==> src/rtl/loader_pkg.sv <==
// ============================================================================
// Module   : loader_pkg
// Purpose  : Shared states and framing constants for the program loader.
// Revision : 1.0 - initial release
// ============================================================================
`default_nettype none

package loader_pkg;

  localparam int LEN_BYTES  = 2;
  localparam int WORD_BYTES = 4;
  localparam int INSTR_W    = 32;
  localparam int BYTE_IDX_W = $clog2(WORD_BYTES);

  typedef enum logic [2:0] {
    ST_RX_LEN0 = 3'd0,
    ST_RX_LEN1 = 3'd1,
    ST_RX_WORD = 3'd2,
    ST_WRITE   = 3'd3,
    ST_RX_CSUM = 3'd4,
    ST_DONE    = 3'd5,
    ST_ERROR   = 3'd6
  } loader_state_t;

  // States in which the host link may transfer a byte.
  function automatic logic accepts_byte(input loader_state_t s);
    return (s == ST_RX_LEN0) || (s == ST_RX_LEN1) ||
           (s == ST_RX_WORD) || (s == ST_RX_CSUM);
  endfunction

endpackage

`default_nettype wire

==> src/rtl/word_assembler.sv <==
// ============================================================================
// Module   : word_assembler
// Purpose  : Packs bytes LSB-first into one instruction word.
// Revision : 1.0 - initial release
// ============================================================================
`default_nettype none

module word_assembler
  import loader_pkg::*;
(
  input  logic               clk,
  input  logic               rst,
  input  logic               i_clear,
  input  logic               i_shift,
  input  logic [7:0]         i_byte,
  output logic [INSTR_W-1:0] o_word,
  output logic               o_last,
  output logic               o_full
);

  localparam logic [BYTE_IDX_W-1:0] c_LAST_IDX = BYTE_IDX_W'(WORD_BYTES - 1);

  logic [INSTR_W-1:0]    r_word;
  logic [BYTE_IDX_W-1:0] r_idx;
  logic                  r_full;

  // Each new byte enters at the top, so the first byte ends in bits [7:0].
  always_ff @(posedge clk or posedge rst) begin
    if (rst) begin
      r_word <= '0;
      r_idx  <= '0;
      r_full <= 1'b0;
    end else if (i_clear) begin
      r_word <= '0;
      r_idx  <= '0;
      r_full <= 1'b0;
    end else if (i_shift) begin
      r_word <= {i_byte, r_word[INSTR_W-1:8]};
      r_idx  <= r_idx + 1'b1;
      r_full <= (r_idx == c_LAST_IDX);
    end
  end

  assign o_word = r_word;
  assign o_last = (r_idx == c_LAST_IDX);
  assign o_full = r_full;

endmodule

`default_nettype wire

==> src/rtl/program_loader.sv <==
// ============================================================================
// Module   : program_loader
// Purpose  : Receives a framed byte image, writes it to instruction memory and
//            releases the CPU once the checksum verifies.
// Revision : 1.0 - initial release
// ============================================================================
`default_nettype none

module program_loader
  import loader_pkg::*;
#(
  parameter int unsigned       ADDR_W    = 64,
  parameter logic [ADDR_W-1:0] BASE_ADDR = '0,
  parameter int unsigned       MAX_WORDS = 1024
) (
  input  logic               clk,
  input  logic               reset,
  input  logic               byte_valid,
  input  logic [7:0]         byte_data,
  output logic               byte_ready,
  input  logic               reload,
  output logic               imem_we,
  output logic [ADDR_W-1:0]  imem_addr,
  output logic [INSTR_W-1:0] imem_wdata,
  output logic               cpu_reset,
  output logic               done,
  output logic               error
);

  localparam int c_LEN_W = LEN_BYTES * 8;

  loader_state_t        r_state;
  loader_state_t        w_state_next;
  logic                 r_byte_ready;
  logic                 r_imem_we;
  logic [ADDR_W-1:0]    r_imem_addr;
  logic                 r_cpu_reset;
  logic                 r_done;
  logic                 r_error;
  logic [7:0]           r_csum;
  logic [c_LEN_W-1:0]   r_len;
  logic [c_LEN_W-1:0]   r_word_cnt;
  logic [c_LEN_W-1:0]   w_word_cnt_inc;
  logic [c_LEN_W-1:0]   w_len_full;
  logic                 w_accept;
  logic                 w_reload;
  logic [INSTR_W-1:0]   w_asm_word;
  logic                 w_asm_last;
  logic                 w_asm_full;

  assign w_accept       = byte_valid & r_byte_ready;
  assign w_reload       = reload & ((r_state == ST_DONE) | (r_state == ST_ERROR));
  assign w_word_cnt_inc = r_word_cnt + 1'b1;
  assign w_len_full     = {byte_data, r_len[7:0]};

  always_comb begin
    w_state_next = r_state;
    case (r_state)
      ST_RX_LEN0: if (w_accept) w_state_next = ST_RX_LEN1;
      ST_RX_LEN1: begin
        if (w_accept) begin
          if (32'(w_len_full) > 32'(MAX_WORDS)) w_state_next = ST_ERROR;
          else if (w_len_full == '0)            w_state_next = ST_RX_CSUM;
          else                                  w_state_next = ST_RX_WORD;
        end
      end
      ST_RX_WORD: if (w_accept && w_asm_last) w_state_next = ST_WRITE;
      ST_WRITE:   w_state_next = (w_word_cnt_inc == r_len) ? ST_RX_CSUM : ST_RX_WORD;
      ST_RX_CSUM: begin
        if (w_accept) w_state_next = (byte_data == r_csum) ? ST_DONE : ST_ERROR;
      end
      ST_DONE, ST_ERROR: if (w_reload) w_state_next = ST_RX_LEN0;
      default:    w_state_next = ST_RX_LEN0;
    endcase
  end

  // The assembler stays full only during WRITE, which is when it is emptied.
  word_assembler u_word_assembler (
    .clk     (clk),
    .rst     (reset),
    .i_clear (w_reload | w_asm_full),
    .i_shift (w_accept && (r_state == ST_RX_WORD)),
    .i_byte  (byte_data),
    .o_word  (w_asm_word),
    .o_last  (w_asm_last),
    .o_full  (w_asm_full)
  );

  always_ff @(posedge clk or posedge reset) begin
    if (reset) begin
      r_state      <= ST_RX_LEN0;
      r_byte_ready <= 1'b0;
      r_imem_we    <= 1'b0;
      r_imem_addr  <= BASE_ADDR;
      r_cpu_reset  <= 1'b1;
      r_done       <= 1'b0;
      r_error      <= 1'b0;
      r_csum       <= '0;
      r_len        <= '0;
      r_word_cnt   <= '0;
    end else begin
      r_state      <= w_state_next;
      r_byte_ready <= w_reload ? 1'b0 : accepts_byte(w_state_next);
      r_imem_we    <= (w_state_next == ST_WRITE);
      if (w_reload) begin
        r_imem_addr <= BASE_ADDR;
        r_cpu_reset <= 1'b1;
        r_done      <= 1'b0;
        r_error     <= 1'b0;
        r_csum      <= '0;
        r_len       <= '0;
        r_word_cnt  <= '0;
      end else begin
        if (w_accept && (r_state != ST_RX_CSUM)) r_csum <= r_csum ^ byte_data;
        if (w_accept && (r_state == ST_RX_LEN0)) r_len[7:0]  <= byte_data;
        if (w_accept && (r_state == ST_RX_LEN1)) r_len[15:8] <= byte_data;
        if (r_state == ST_WRITE) begin
          r_imem_addr <= r_imem_addr + ADDR_W'(WORD_BYTES);
          r_word_cnt  <= w_word_cnt_inc;
        end
        if ((r_state == ST_RX_CSUM) && (w_state_next == ST_DONE)) begin
          r_done      <= 1'b1;
          r_cpu_reset <= 1'b0;
        end
        if (w_state_next == ST_ERROR) r_error <= 1'b1;
      end
    end
  end

  assign byte_ready = r_byte_ready;
  assign imem_we    = r_imem_we;
  assign imem_addr  = r_imem_addr;
  assign imem_wdata = w_asm_word;
  assign cpu_reset  = r_cpu_reset;
  assign done       = r_done;
  assign error      = r_error;

endmodule

`default_nettype wire

==> config.mk <==
export PLATFORM = sky130hd
export DESIGN_NAME = program_loader
export DESIGN_NICKNAME = d
export VERILOG_FILES = /design/src/rtl/loader_pkg.sv /design/src/rtl/word_assembler.sv /design/src/rtl/program_loader.sv
export SDC_FILE = /design/constraint.sdc
export NUM_CORES = 1
export LEC_CHECK = 0
export CAP_MARGIN = 20
export CORE_MARGIN = 3
export CORE_UTILIZATION = 54
export CTS_CLUSTER_SIZE = 28
export DETAILED_ROUTE_END_ITERATION = 8
export PLACE_DENSITY = 0.79
export SLEW_MARGIN = 10
export SYNTH_ARGS = -nofsm -noshare
export SYNTH_HDL_FRONTEND = slang
export SYNTH_HIERARCHICAL = 1
export SYNTH_SLANG_ARGS = --single-unit
==> constraint.sdc <==
create_clock -name clk -period 5.2 [get_ports clk]
set_clock_uncertainty 0.2 [all_clocks]
set_input_delay 0.78 -clock clk [delete_from_list [all_inputs] [get_ports clk]]
set_output_delay 0.78 -clock clk [all_outputs]
set_load 0.01 [all_outputs]
# Yosys cells after proc, flatten, opt, wreduce, memory -nomap -nowiden
# Index checks and enable logic that the tools add are counted.
# totals
out_inout_bits	101
regBits	147
# classes
add_sub_neg	3
mux	32
eq_ne	16
reduce_logical	20
n_lt_le_gt_ge	1
bitwise_logic	5
# op_table
op	count
$mux W64	2
$add A64 B3 Y64 const B	1
$mux W32	2
$mux W16	3
$mux W8	4
$mux W3	8
$eq A3 B3 Y1 const B	6
$pmux W3 S6	1
$add A16 B1 Y16 const B	1
$eq A16 B16 Y1	1
$gt A16 B11 Y1 const B	1
$logic_not A16 Y1	1
$reduce_bool A2 Y1	7
$eq A3 B2 Y1 const B	4
$mux W1	9
$eq A8 B8 Y1	1
$xor A8 B8 Y8	1
$eq A3 B1 Y1 const B	2
$logic_and A1 B1 Y1	6
$logic_not A3 Y1	2
$mux W2	3
$logic_or A1 B1 Y1	3
$ne A3 B3 Y1 const B	1
$add A2 B1 Y2 const B	1
other kinds (4)	6

# Logic depth before layout (Yosys ltp)
# depth
depth_word	10
depth_mapped	10
mapped_depth_nobuf	8

# Hierarchy
# Netlist, hierarchy kept.
# modules_own_cells
mod	area_each_um2	n_inst	cells_per_inst	seq_area_each_um2
program_loader	5911.9	1	650	2753.9
word_assembler	1463.9	1	115	875.8

# Worst setup path before layout
# No wires, ideal clock.
# synth_timing
path_kind	register -> register
start	reg r_word_cnt[0]
end	reg r_byte_ready, in the netlist byte_ready
synth_period_minus_slack_ns	2.865
path_slack_ns	2.335
path_stages_with_launch	10
t_arrival_ns	2.546
setup_time_ns	0.119
n_path_buf	1
path_cell_list	dfrtp_1 -> ha_1 -> buf_2 -> nand3_1 -> nor4_1 -> xor3_1 -> a2111oi_2 -> nand4_1 -> o211a_1 -> o21a_1
# synth_via
elab_chain_cells	9
# synth_rtl
element	line_no	text
start, declared	program_loader.sv:42	logic [c_LEN_W-1:0] r_word_cnt;
start signal, assigned	program_loader.sv:119	r_word_cnt <= w_word_cnt_inc;
$add A16 B1 Y16 (*)	program_loader.sv:53	assign w_word_cnt_inc = r_word_cnt + 1'b1;
$eq A16 B16 Y1 (*)	program_loader.sv:68	ST_WRITE: w_state_next = (w_word_cnt_inc == r_len) ? ST_RX_CSUM : ST_RX_WORD;
$mux W3 (*)	program_loader.sv:68	
$pmux W3 S6 (*)	program_loader.sv:58	case (r_state)
$eq A3 B1 Y1 or $logic_not A3 Y1 (tied branches)	loader_pkg.sv:27	return (s == ST_RX_LEN0) || (s == ST_RX_LEN1) ||
$logic_or A1 B1 Y1 (2 in series)	loader_pkg.sv:27	
$logic_or A1 B1 Y1 (*)	loader_pkg.sv:28	(s == ST_RX_WORD) || (s == ST_RX_CSUM);
$mux W1 (*)	program_loader.sv:103	r_byte_ready <= w_reload ? 1'b0 : accepts_byte(w_state_next);
end signal, assigned	program_loader.sv:103	
end, declared	program_loader.sv:34	logic r_byte_ready;
# Every way passes the cells marked *; elsewhere a longest branch is shown, timed or not.
# A chain may end at the register's enable or synchronous reset.

# Worst setup path in the final report
# Ends and elaborated chain as after synthesis.

==> impl_metrics.toml <==
[clock_network]
cts_max_path_buffers = 2
numCtsBuffers = 17
cts_resized = 0
hold_buffers = 0
clockRootBuffer = "clkbuf_16"
clock-sinks = 145
cts_setup_buffers = 0
cts_tree = "done"
clk_pin_slew_ns = 0.06
clk_latency_ns = 0.42
h-tree-depth = 4

[cells_and_area]
utilization_pct = 68.85
final_common_cell = "dfrtp_1"
drive_above_1_share_pct = 6.193
area_growth_pct = 24.11
finalNonFillerCells = 1048
final_cell_mix = "144 x dfrtp_1, 117 x nor2_1, 110 x clkdlybuf4s50_1"
nets = 874
diodes = 0

[power]
p_leak_nw = 3.868
ir_drop_mv = 0.3601
power_density_nw_per_um2 = 496.9
finalPower_w = 0.004549

[routing]
via_per_inst = 5.601
postRouteAntennaNets = 0
drt_iter0_markers = 478
wirelength_um = 17620
wl_per_cell_um = 16.81
drc = 0
drt-pass1-iter-count = 5
vias = 5870

[floorplan]
die_w_um = 122.9
start_util_pct = 55.48
io_pins = 113
core_um2 = 13300
rows = 42
die_h_um = 122.9
die-area_um2 = 15100

[grt]
grt_pass1_wl_um = 28510
grt.overflow.total = 0
grt_pass1_vias = 5754
antenna_found_initial = 0
grt_usage_pct = 23.96
grt_max_degree = 94

[timing]
slew_headroom_pct = 35.74
fmax_mhz = 298.7
fin_tns_setup_ns = 0
min_period_ns = 3.348
grt_setup_unrepaired = "no"
min_period_over_period_pct = 64.38
worstMarginPinSlew_ns = 0.9639
slew_violations = 0
final-hold-violation-count = 0
setup_violations = 0

[yosys]
syn_inst = 765
syn_avg_cell_area_um2 = 9.642
yosysWarnings = 6
synth_area_um2 = 7376
ys_seq_elements = 145
yosysTopAreaCell = "dfrtp_1"
yosys-top-cells-area = "dfrtp_1 49%, xor2_1 6.4%, nor2_1 6.0%"
netlist-cell-type-count = 58
async_flop_share_pct = 100.0
synth_edf_count = 0
ys_seq_area_share_pct = 49.21
synth_ff_type = "dfrtp_1"
synth_top_area_share_pct = 48.85

[setup_path]
cp_slowest_stage_delay_ns = 0.54
crit_path_max_fanout = 9
setup.worst_path.start_class = "flop"
critPathCaptureType = "flop"
cp.required_ns = 5.30
cp_data_arrival_time_ns = 3.45
slowest_stage = "nor4_1"
crit_chain = "ha_1 -> nand3_1 -> nor4_1 -> xor3_1 -> a2111oi_2 -> nand4_1 -> o211a_1 -> o21a_1"
crit_type = "flop to flop"

[placed_design]
gp_routability_congestion = 0.9147
dp_hpwl_um = 11960
dp.cells = 1016
numPortBuffers = 110

[run]
cap_violations = 0

[worst_hold_path]
hold_class = "flop to flop"

[run_status]
outcome = "complete, no violations"
[worst max-delay path: cells and delay by family, from the launching register on]
kind / cells / cell delay (ns)
adders and majority gates: 1 / 0.37
and+or+nand+nor: 3 / 1.08
xor gates and xnor gates: 1 / 0.31
DFF: 1 / 0.47
AOI/OAI and AO/OA: 3 / 0.79
[synth_stat cells (all sizes together), types with 13 or more instances]
master,count
nor3,13
mux2i,34
buf,23
and3,14
nand4,20
nand3,50
clkbuf,18
nand2,76
o21ai,32
a21oi,33
inv,14
xnor2,44
nor2,119
xor2,54
dfrtp,144
[path summary, 6_finish.rpt]
kind / depth (start not counted) / startpoint / slack [ns] / end
min in group asynchronous: 2 / reset / 0.63 / u_word_assembler/o_word[28]
max in group asynchronous: 3 / reset / 3.02 / cpu_reset
setup / recovery: 8 / r_word_cnt[0] / 1.85 / byte_ready
hold reg to reg: 1 / cpu_reset / 0.31 / cpu_reset
hold / removal: 1 / cpu_reset / 0.31 / cpu_reset
setup reg to reg: 8 / r_word_cnt[0] / 1.85 / byte_ready
[through the flow]
stage	setup slack [ns]	hold WS [ns]	area, um^2
floorplan	1.319	0.2713	7380
global placement	1.825	0.2972	8497
detailed placement	1.868	0.3070	8517
CTS	1.863	0.3168	9154
global route	1.677	0.3296	9154
finish	1.852	0.3140	9154
[flip-flops by register name (all words and copies together) (netlist names), 2 cells and up]
signal,flops
imem_addr,62
r_csum,8
r_len,16
r_state,3
r_word_cnt,16
u_word_assembler/o_word,32
u_word_assembler/r_idx,2
[cell type report]
| cell class | count | area [um^2] |
|---|---|---|
| Clock inverter | 13 | 183.9 |
| Clock buffer | 19 | 452.9 |
| Inverter | 14 | 55.05 |
| Tap cell | 176 | 220.2 |
| Fill cell | 972 | 4141 |
| Sequential cell | 145 | 3630 |
| Timing Repair Buffer | 115 | 1151 |
| Multi-Input combinational cell | 566 | 3461 |
[cell families (layout without fill, tap and decap cells)]
kind of cell | count (synthesis) | after routing | share of synthesized area [%]
buffers and inverters | 55 | 161 | 4.173
multiplexers | 34 | 34 | 4.614
other | 1 | 2 | 0.05084
XOR/XNOR | 99 | 99 | 12.06
flip-flops | 145 | 145 | 49.21
AO/OA/AOI/OAI | 86 | 86 | 6.768
AND/OR/NAND/NOR | 342 | 342 | 22.61
adder cells (fa/ha/maj) | 3 | 3 | 0.5090
[power by group]
group,total [W],leakage [nW],internal (W),switching [W]
Clock,0.00130,0.305,0.000828,0.000472
Combinational,0.00141,1.71,0.000748,0.000660
Sequential,0.00184,1.85,0.00145,0.000385
Total,0.00455,3.87,0.00303,0.00152
[metal layers]
metal	up-vias	part of all wire, %	global-route usage (%)
li1	2804	-	-
met1	2871	43	32.26
met2	171	50	38.95
met3	24	5.3	5.253
met4	0	1.4	7.348
met5	-	0	0
No activity file was read; power rests on OpenSTA's default activity.
